===== config.mk =====
export PLATFORM = sky130hd
export DESIGN_NAME = step_decoder
export DESIGN_NICKNAME = d
export VERILOG_FILES = /design/src/rtl/step_pkg.sv /design/src/rtl/onehot_enc.sv /design/src/rtl/step_decoder.sv
export SDC_FILE = /design/constraint.sdc
export NUM_CORES = 1
export LEC_CHECK = 0
export CORE_UTILIZATION = 47
export DETAILED_ROUTE_END_ITERATION = 16
export HOLD_SLACK_MARGIN = 0.12
export PLACE_DENSITY = 0.82
export SYNTH_ARGS = -nofsm -noshare
export SYNTH_HDL_FRONTEND = slang
export SYNTH_SLANG_ARGS = --single-unit

===== constraint.sdc =====
create_clock -name clk -period 2 [get_ports clk]
set_input_delay 0.3 -clock clk [delete_from_list [all_inputs] [get_ports clk]]
set_output_delay 0.3 -clock clk [all_outputs]
set_load 0.01 [all_outputs]

===== src/rtl/step_pkg.sv =====
// Shared definitions for the step decoder: sequencer state encoding and default index width.
package step_pkg;

    localparam int DEF_SEL_W = 4;

    typedef enum logic [1:0] {
        IDLE = 2'd0,
        RUN  = 2'd1,
        HALT = 2'd2
    } step_state_t;

endpackage


===== src/rtl/onehot_enc.sv =====
// Combinational index-to-one-hot converter used by the step decoder.
module onehot_enc
    import step_pkg::*;
#(
    parameter int SEL_W = DEF_SEL_W
) (
    input  logic [SEL_W-1:0]      sel,
    output logic [2**SEL_W-1:0]   onehot
);

    always_comb begin
        onehot      = '0;
        onehot[sel] = 1'b1;
    end

endmodule


===== src/rtl/step_decoder.sv =====
// Step sequencer with registered one-hot decode; wraps or halts at LAST_STEP.
// Define STEP_DECODER_ERR_EN to add the err pulse output for ignored loads/steps.
module step_decoder
    import step_pkg::*;
#(
    parameter int SEL_W     = DEF_SEL_W,
    parameter int LAST_STEP = (2**SEL_W) - 1,
    parameter int WRAP      = 1
) (
    input  logic                  clk,
    input  logic                  rst_n,
    input  logic                  clr,
    input  logic                  load,
    input  logic [SEL_W-1:0]      sel,
    input  logic                  step,
    output logic [2**SEL_W-1:0]   onehot,
    output logic [SEL_W-1:0]      idx,
    output logic                  valid,
    output logic                  last
`ifdef STEP_DECODER_ERR_EN
    ,
    output logic                  err
`endif
);

    localparam int              OUT_N    = 2**SEL_W;
    localparam logic [SEL_W-1:0] LAST_IDX = SEL_W'(LAST_STEP);

    step_state_t      state;
    logic             load_ok;
    logic             at_last;
    logic [SEL_W-1:0] adv_idx;
    logic [SEL_W-1:0] enc_idx;
    logic [OUT_N-1:0] enc_onehot;

    // One encoder serves both a legal load and an advance; load wins the mux, matching the priority order.
    always_comb begin
        load_ok = load && (sel <= LAST_IDX);
        at_last = (idx == LAST_IDX);
        adv_idx = at_last ? '0 : idx + SEL_W'(1);
        enc_idx = load_ok ? sel : adv_idx;
    end

    onehot_enc #(
        .SEL_W (SEL_W)
    ) u_enc (
        .sel    (enc_idx),
        .onehot (enc_onehot)
    );

    always_ff @(posedge clk or negedge rst_n) begin
        if (!rst_n) begin
            state  <= IDLE;
            idx    <= '0;
            onehot <= '0;
            valid  <= 1'b0;
            last   <= 1'b0;
`ifdef STEP_DECODER_ERR_EN
            err    <= 1'b0;
`endif
        end else begin
`ifdef STEP_DECODER_ERR_EN
            err <= 1'b0;
`endif
            if (clr) begin
                state  <= IDLE;
                idx    <= '0;
                onehot <= '0;
                valid  <= 1'b0;
                last   <= 1'b0;
            end else if (load) begin
                // An out-of-range load still consumes the cycle, so a simultaneous step is dropped.
                if (load_ok) begin
                    state  <= RUN;
                    idx    <= sel;
                    onehot <= enc_onehot;
                    valid  <= 1'b1;
                    last   <= (sel == LAST_IDX);
                end else begin
`ifdef STEP_DECODER_ERR_EN
                    err <= 1'b1;
`endif
                end
            end else if (step) begin
                case (state)
                    RUN: begin
                        if (at_last && (WRAP == 0)) begin
                            state <= HALT;
                        end else begin
                            idx    <= adv_idx;
                            onehot <= enc_onehot;
                            last   <= (adv_idx == LAST_IDX);
                        end
                    end
                    HALT: begin
`ifdef STEP_DECODER_ERR_EN
                        err <= 1'b1;
`endif
                    end
                    default: begin
                    end
                endcase
            end
        end
    end

endmodule

==> reports/qor.txt, run 1 <==
Final hold slack -> 0.314 ns
Wire per inst -> 16.7 um
CTS tree -> built
Most common cell after layout, fill and taps aside -> clkdlybuf4s50_1
RSZ-0062 raised after global routing -> no
Top cells by area, synth -> dfrtp_1, a22o_1, a311oi_2
Cell leakage power -> 0.698 nW
Slew HR -> 74.7%
Die H -> 52.3 um
Worst Setup Start Kind -> register
Number of flops mapped to enable cells by yosys -> 0
Largest net degree at the start of global routing -> 23
FF/Latch Area -> 552 um2
Syn_nets -> 116
CTS root buf -> clkbuf_4
Pre-CTS WS -> 0.103 ns
Final Slew Violations -> 0
Clk buf depth -> 2
Most frequent cells in the layout -> clkdlybuf4s50_1, dfrtp_1, a22o_1, nand2_1, buf_4
Setup Skew -> 0.00634 ns
Layout cell share with drive strength beyond 1 -> 17.3%
Hold/Removal Path Class -> primary input to async pin
Die X -> 52.3 um
Antenna violations before repair -> 0
Fin crit share -> 90.8%
Initial DRC count -> 49
Fin. Hold Viols -> 0
Warnings, synthesis -> 0
Distinct cells, synth -> 39
Port bufs -> 30
Synth Register Bits -> 22
Post-synthesis sequential area ratio -> 46.4%
Routed wire length -> 2780 um
Placed wire-length estimate -> 2040 um
Delay-heaviest family, CP -> compound AO/OA/AOI/OAI gates
Setup violators final -> 0
Post-route design area -> 1600 um2
Overall routing resource usage -> 23.9%
Top_reg_cell synth -> dfrtp_1
Crit-path max FO -> 5
Fillers -> 182
Placed standard-cell area -> 1540 um2
Clock latency on the worst-skew pair -> 0.32 ns
Worst R2R Start -> idx[0]
Row cnt -> 17
Buf+Inv Stages, Crit Path -> 1
Fmax -> 0.551 GHz
DRC viols -> 0
Total Negative Setup Slacks -> 0 ns
Num CTS Buffers -> 3
Critical-path cell list -> inv_1 -> ha_1 -> nand4bb_1 -> a21o_1 -> a211oi_2 -> a22o_1
Setup bufs post-CTS -> 0
Async set or reset register ratio after synthesis -> 100%
Worst reg2reg endpoint -> onehot[10]
# nets final -> 151
Max cap viols -> 0
Post-Syn Area -> 1190 um2
# IOs -> 31
First-pass GRT wire length -> 4660 um
Vias -> 1,008
H-tree levels -> 1
CP max stage delay -> 0.46 ns
Total design power -> 1.01 mW
Area added between synthesis and finish -> 34.5%
GRT overflow -> 0
Setup WS post-layout -> 0.184 ns
CTS clk-pin slew, worst paths -> 0.13 ns
CP required -> 2.26 ns
Setup crit end kind -> register
Drt pass-1 iters -> 4
Reg-to-reg slack, setup -> 0.18 ns
Minimum clock period -> 1.82 ns
Cell Pwr Density -> 633 nW/um2
Initial core utilization -> 51.7%
Max IR drop VDD -> 756 uV
Crit-path slowest cell -> dfrtp_1
Placed Cells -> 163
Syn_area_per_cell -> 11.3 um2
R2R depth -> 6
Final Util -> 69.5%
Multi-input gate area -> 584 um2
Clock sink total -> 22
Worst Path Arrival -> 2.08 ns
Gate Count Post-Synth -> 105
Yosys top cell by area -> dfrtp_1
# diodes -> 0
Antenna Nets Post-Route -> 0
Worst-margin pin slew -> 0.377 ns
Die area -> 2730 um2
Placer Congestion -> 0.930
Vias per cell -> 6.04
Core ar. -> 2300 um2
Fin cells -> 167
Vias in the first global route -> 946
Yosys top cell area share -> 46.4%
Setup CP Type -> register to register
Outcome -> finished, final reports clean
worst max-delay path by stage:
stage / start / to / slack, ns / depth (start not counted)
floorplan: idx[0] / onehot[14] / 0.24 / 6
global placement: load / onehot[8] / 0.15 / 6
detailed placement: load / onehot[14] / 0.10 / 6
CTS: idx[2] / idx[2] / 0.09 / 1
global route: idx[0] / onehot[10] / 0.08 / 6
finish: idx[0] / onehot[10] / 0.18 / 6
routing by layer:
| metal | up-vias | global-route usage, % | share of wire, % |
|---|---|---|---|
| li1 | 469 | - | - |
| met2 | 44 | 36.3 | 48 |
| met4 | 0 | 6.58 | 0.36 |
| met5 | - | 0 | 0 |
| met1 | 493 | 34.1 | 46 |
| met3 | 2 | 5.22 | 5.9 |
area by class of cell:
type | count | area share (%)
multi-input combinational | 74 | 36.6
sequential | 22 | 34.6
timing repair buffer | 37 | 22.9
tap | 28 | 2.19
clock inverter | 1 | 1.88
clock buffer | 3 | 1.41
inverter | 2 | 0.470
synthesized netlist by cell type, types with 2 or more instances:
library cell	n
dfrtp_1	22
nor2b_1	2
buf_4	3
xor2_1	2
buf_2	2
a21oi_1	4
o32a_1	2
nand3_1	3
o31a_1	2
nor2_1	4
nand2_1	8
a22o_1	16
ha_1	2
nand2b_1	3
o21ai_0	2
nand4b_1	2
a311oi_2	2
o21ai_1	2
inv_1	2
flip-flops by register name (all words and copies together) (netlist names):
name and count:
onehot 16, idx 4, last 1, valid 1
logic make-up after synthesis:
kind of cell,Yosys count,synth area share [%]
flip-flops,22,46.4
XOR/XNOR,2,1.48
adder cells (fa/ha/maj),2,2.11
AND/OR/NAND/NOR,30,15.9
AO/OA/AOI/OAI,39,28.7
multiplexers,1,0.843
buffers and inverters,9,4.64
power breakdown:
group | internal (mW) | total [mW] | switching [mW]
clock | 0.203 | 0.346 | 0.144
combinational | 0.0897 | 0.183 | 0.0931
sequential | 0.459 | 0.481 | 0.0218
total | 0.752 | 1.01 | 0.259
what timing repair did:
action / 4_1_cts / 5_1_grt
resized for setup: 0 / 2
endpoints found under the setup margin: 0 / 2
hold buffers: 0 / 0
Note: power is estimated with default switching activity, not from simulation.
==> run 2, diff against run 1 <==
--- a/config.mk
+++ b/config.mk
@@ -5,6 +5,7 @@
 export SDC_FILE = /design/constraint.sdc
 export NUM_CORES = 1
 export LEC_CHECK = 0
+export CORE_MARGIN = 1
 export CORE_UTILIZATION = 47
 export DETAILED_ROUTE_END_ITERATION = 16
 export HOLD_SLACK_MARGIN = 0.12
==> results of run 2 <==
No change in the layout: final DEF, timing and power equal those of run 1.
==> edit: new RTL, config.mk and constraints of run 2 <==
Build with the macro `STEP_DECODER_ERR_EN` defined.
--- a/src/rtl/step_decoder.sv
+++ b/src/rtl/step_decoder.sv
@@ -1,5 +1,7 @@
 // Step sequencer with registered one-hot decode; wraps or halts at LAST_STEP.
 // Define STEP_DECODER_ERR_EN to add the err pulse output for ignored loads/steps.
+`define STEP_DECODER_ERR_EN
+
 module step_decoder
     import step_pkg::*;
 #(
Check against the original RTL (old outputs only; new: err): equivalent (Yosys induction, for registers that start in step).
==> edit against run 2 <==
Wire length is 8.8% lower; combinational power decreased by 5%; area after synthesis down 12%; total power fell by 1.8%; sequential cell count is the same; final area fell by 8.9%; setup slack worse by 68 ps; count of clock-buffer cells in the layout did not move; sequential power shrank 1%; highest routed layer unchanged.
==> edit: results <==
set metrics [dict create \
    outcome "finished clean" \
    port_buffers 30 \
    wl_met3_um 92 \
    async_flop_share_pct 100 \
    grt_max_degree 23 \
    routabilityCongestion 0.903 \
    top_regs "onehot: 16 flops, idx: 4 flops" \
    syn_nets 98 \
    yosysTopAreaCellShare_pct 52.4 \
    worstPathMaxFanout 7 \
    met2_length_mm 1.25 \
    clk_pin_slew_worst_paths_ps 130 \
    antenna_found_initial 0 \
    wirelength_mm 2.54 \
    wl_met1_mm 1.17 \
    cp_slowest_stage_delay_ps 480 \
    cts.htree.levels 1 \
    yosysUniqueCellTypes 31 \
    vias_per_cell 5.87 \
    numCtsBuffers 3 \
    cts_resized 0 \
    r2r.worst_path.cells 6 \
    worstSkewPairLatency_ps 310 \
    dr.pass1.iters 4 \
    yosys_warnings 0 \
    min_path_type "input pin to async pin" \
    drive_above_1_share_pct 11.4 \
    drt_iter0_drc 11 \
    skew_ps 7.18 \
    p_int_mw 0.744 \
    synthTopCellsByArea "dfrtp_1 (52%), a32o_1 (15%), ha_1 (2.4%), nor2b_1 (2.4%), nand2_1 (2.1%)" \
    grt_pass1_wl_mm 4.26 \
    cp_slowest_cell "dfrtp_1" \
    nets 135 \
    seq_area_frac_synth_pct 52.4 \
    cp_top_family "simple AND/OR/NAND/NOR gates" \
    ir_drop_mv 0.558 \
    post_cts_buffers 0 \
    routed.top_layer "met4" \
    first_global_vias 900 \
    yosys-top-cells-count "dfrtp_1 (22), a32o_1 (16), nand2_1 (6)" \
    clk_path_buf_depth 2 \
    dp_hpwl_mm 1.82 \
    arrival_ps 2140 \
    root_buffer "clkbuf_4" \
    fillers 149 \
    grtUsageTotal_pct 23.2 \
    leakagePower_nw 0.628 \
    antennaDiodeCount 0 \
]
edit: cell types whose count changed after synthesis, sizes merged, moves of 2 or more:
cell / run 2 / this run
nand4b: 3 / 1
buf: 6 / 3
o32a: 2 / 0
a211oi: 3 / 1
a32o: 0 / 16
o21ai: 5 / 0
a22o: 16 / 2
nand2: 8 / 6
nand3: 3 / 1
edit: power by group through the flow:
stage / sequential [mW] / combinational, mW / clock [mW]
floorplan: 0.488 / 0.0834 / 0
global placement: 0.483 / 0.169 / 0
detailed placement: 0.485 / 0.173 / 0
CTS: 0.476 / 0.173 / 0.344
global route: 0.479 / 0.188 / 0.365
finish: 0.476 / 0.173 / 0.343
edit: path summary, 6_finish.rpt:
kind,to,from,slack [ps]
min reg2reg,onehot[10],onehot[10],510
min in group clk,onehot[10],onehot[10],510
max reg2reg,onehot[7],idx[0],120
max,onehot[7],idx[0],120
min,idx[3],rst_n,310
max in group asynchronous,onehot[7],rst_n,1460
edit: cell families after synthesis:
kind of cell             Yosys count  share of synthesized area, %
adder cells (fa/ha/maj)            2                          2.38
other                              1                         0.357
AND/OR/NAND/NOR                   22                          11.7
AO/OA/AOI/OAI                     30                          26.3
flip-flops                        22                          52.4
buffers and inverters              7                          3.93
multiplexers                       2                          2.03
XOR/XNOR                           1                         0.834
edit: stage by stage:
stage	cells	total power [mW]	utilization, %	instance area [µm²]	setup WS, ps
after floorplan	87	0.572	-	1050	230
after global placement	146	0.653	69.4	1400	103
after detailed placement	146	0.658	69.4	1400	56.7
after CTS	150	0.994	72.0	1460	127
after global routing	150	1.03	72.0	1460	37.1
final	150	0.992	72.0	1460	116
edit: final cells by class:
type	count	share of cell area [%]
Clock buffer	3	1.55
Tap cell	27	2.32
Sequential cell	22	37.8
Clock inverter	1	2.06
Inverter	2	0.516
Timing Repair Buffer	37	24.2
Multi-Input combinational cell	58	31.5
edit: layer usage:
layer / vias to the layer above / track usage [%]
met4: 0 / 6.86
met2: 24 / 38.8
met5: - / 0
met1: 441 / 31.0
met3: 2 / 3.12
li1: 413 / -
edit: worst reg2reg max path: stages, from the launching register on:
cell and delay [ps]:
dfrtp_1 480, inv_1 70, ha_1 310, nand4bb_1 200, a21o_1 230, nor2_1 290
a32o_1 240
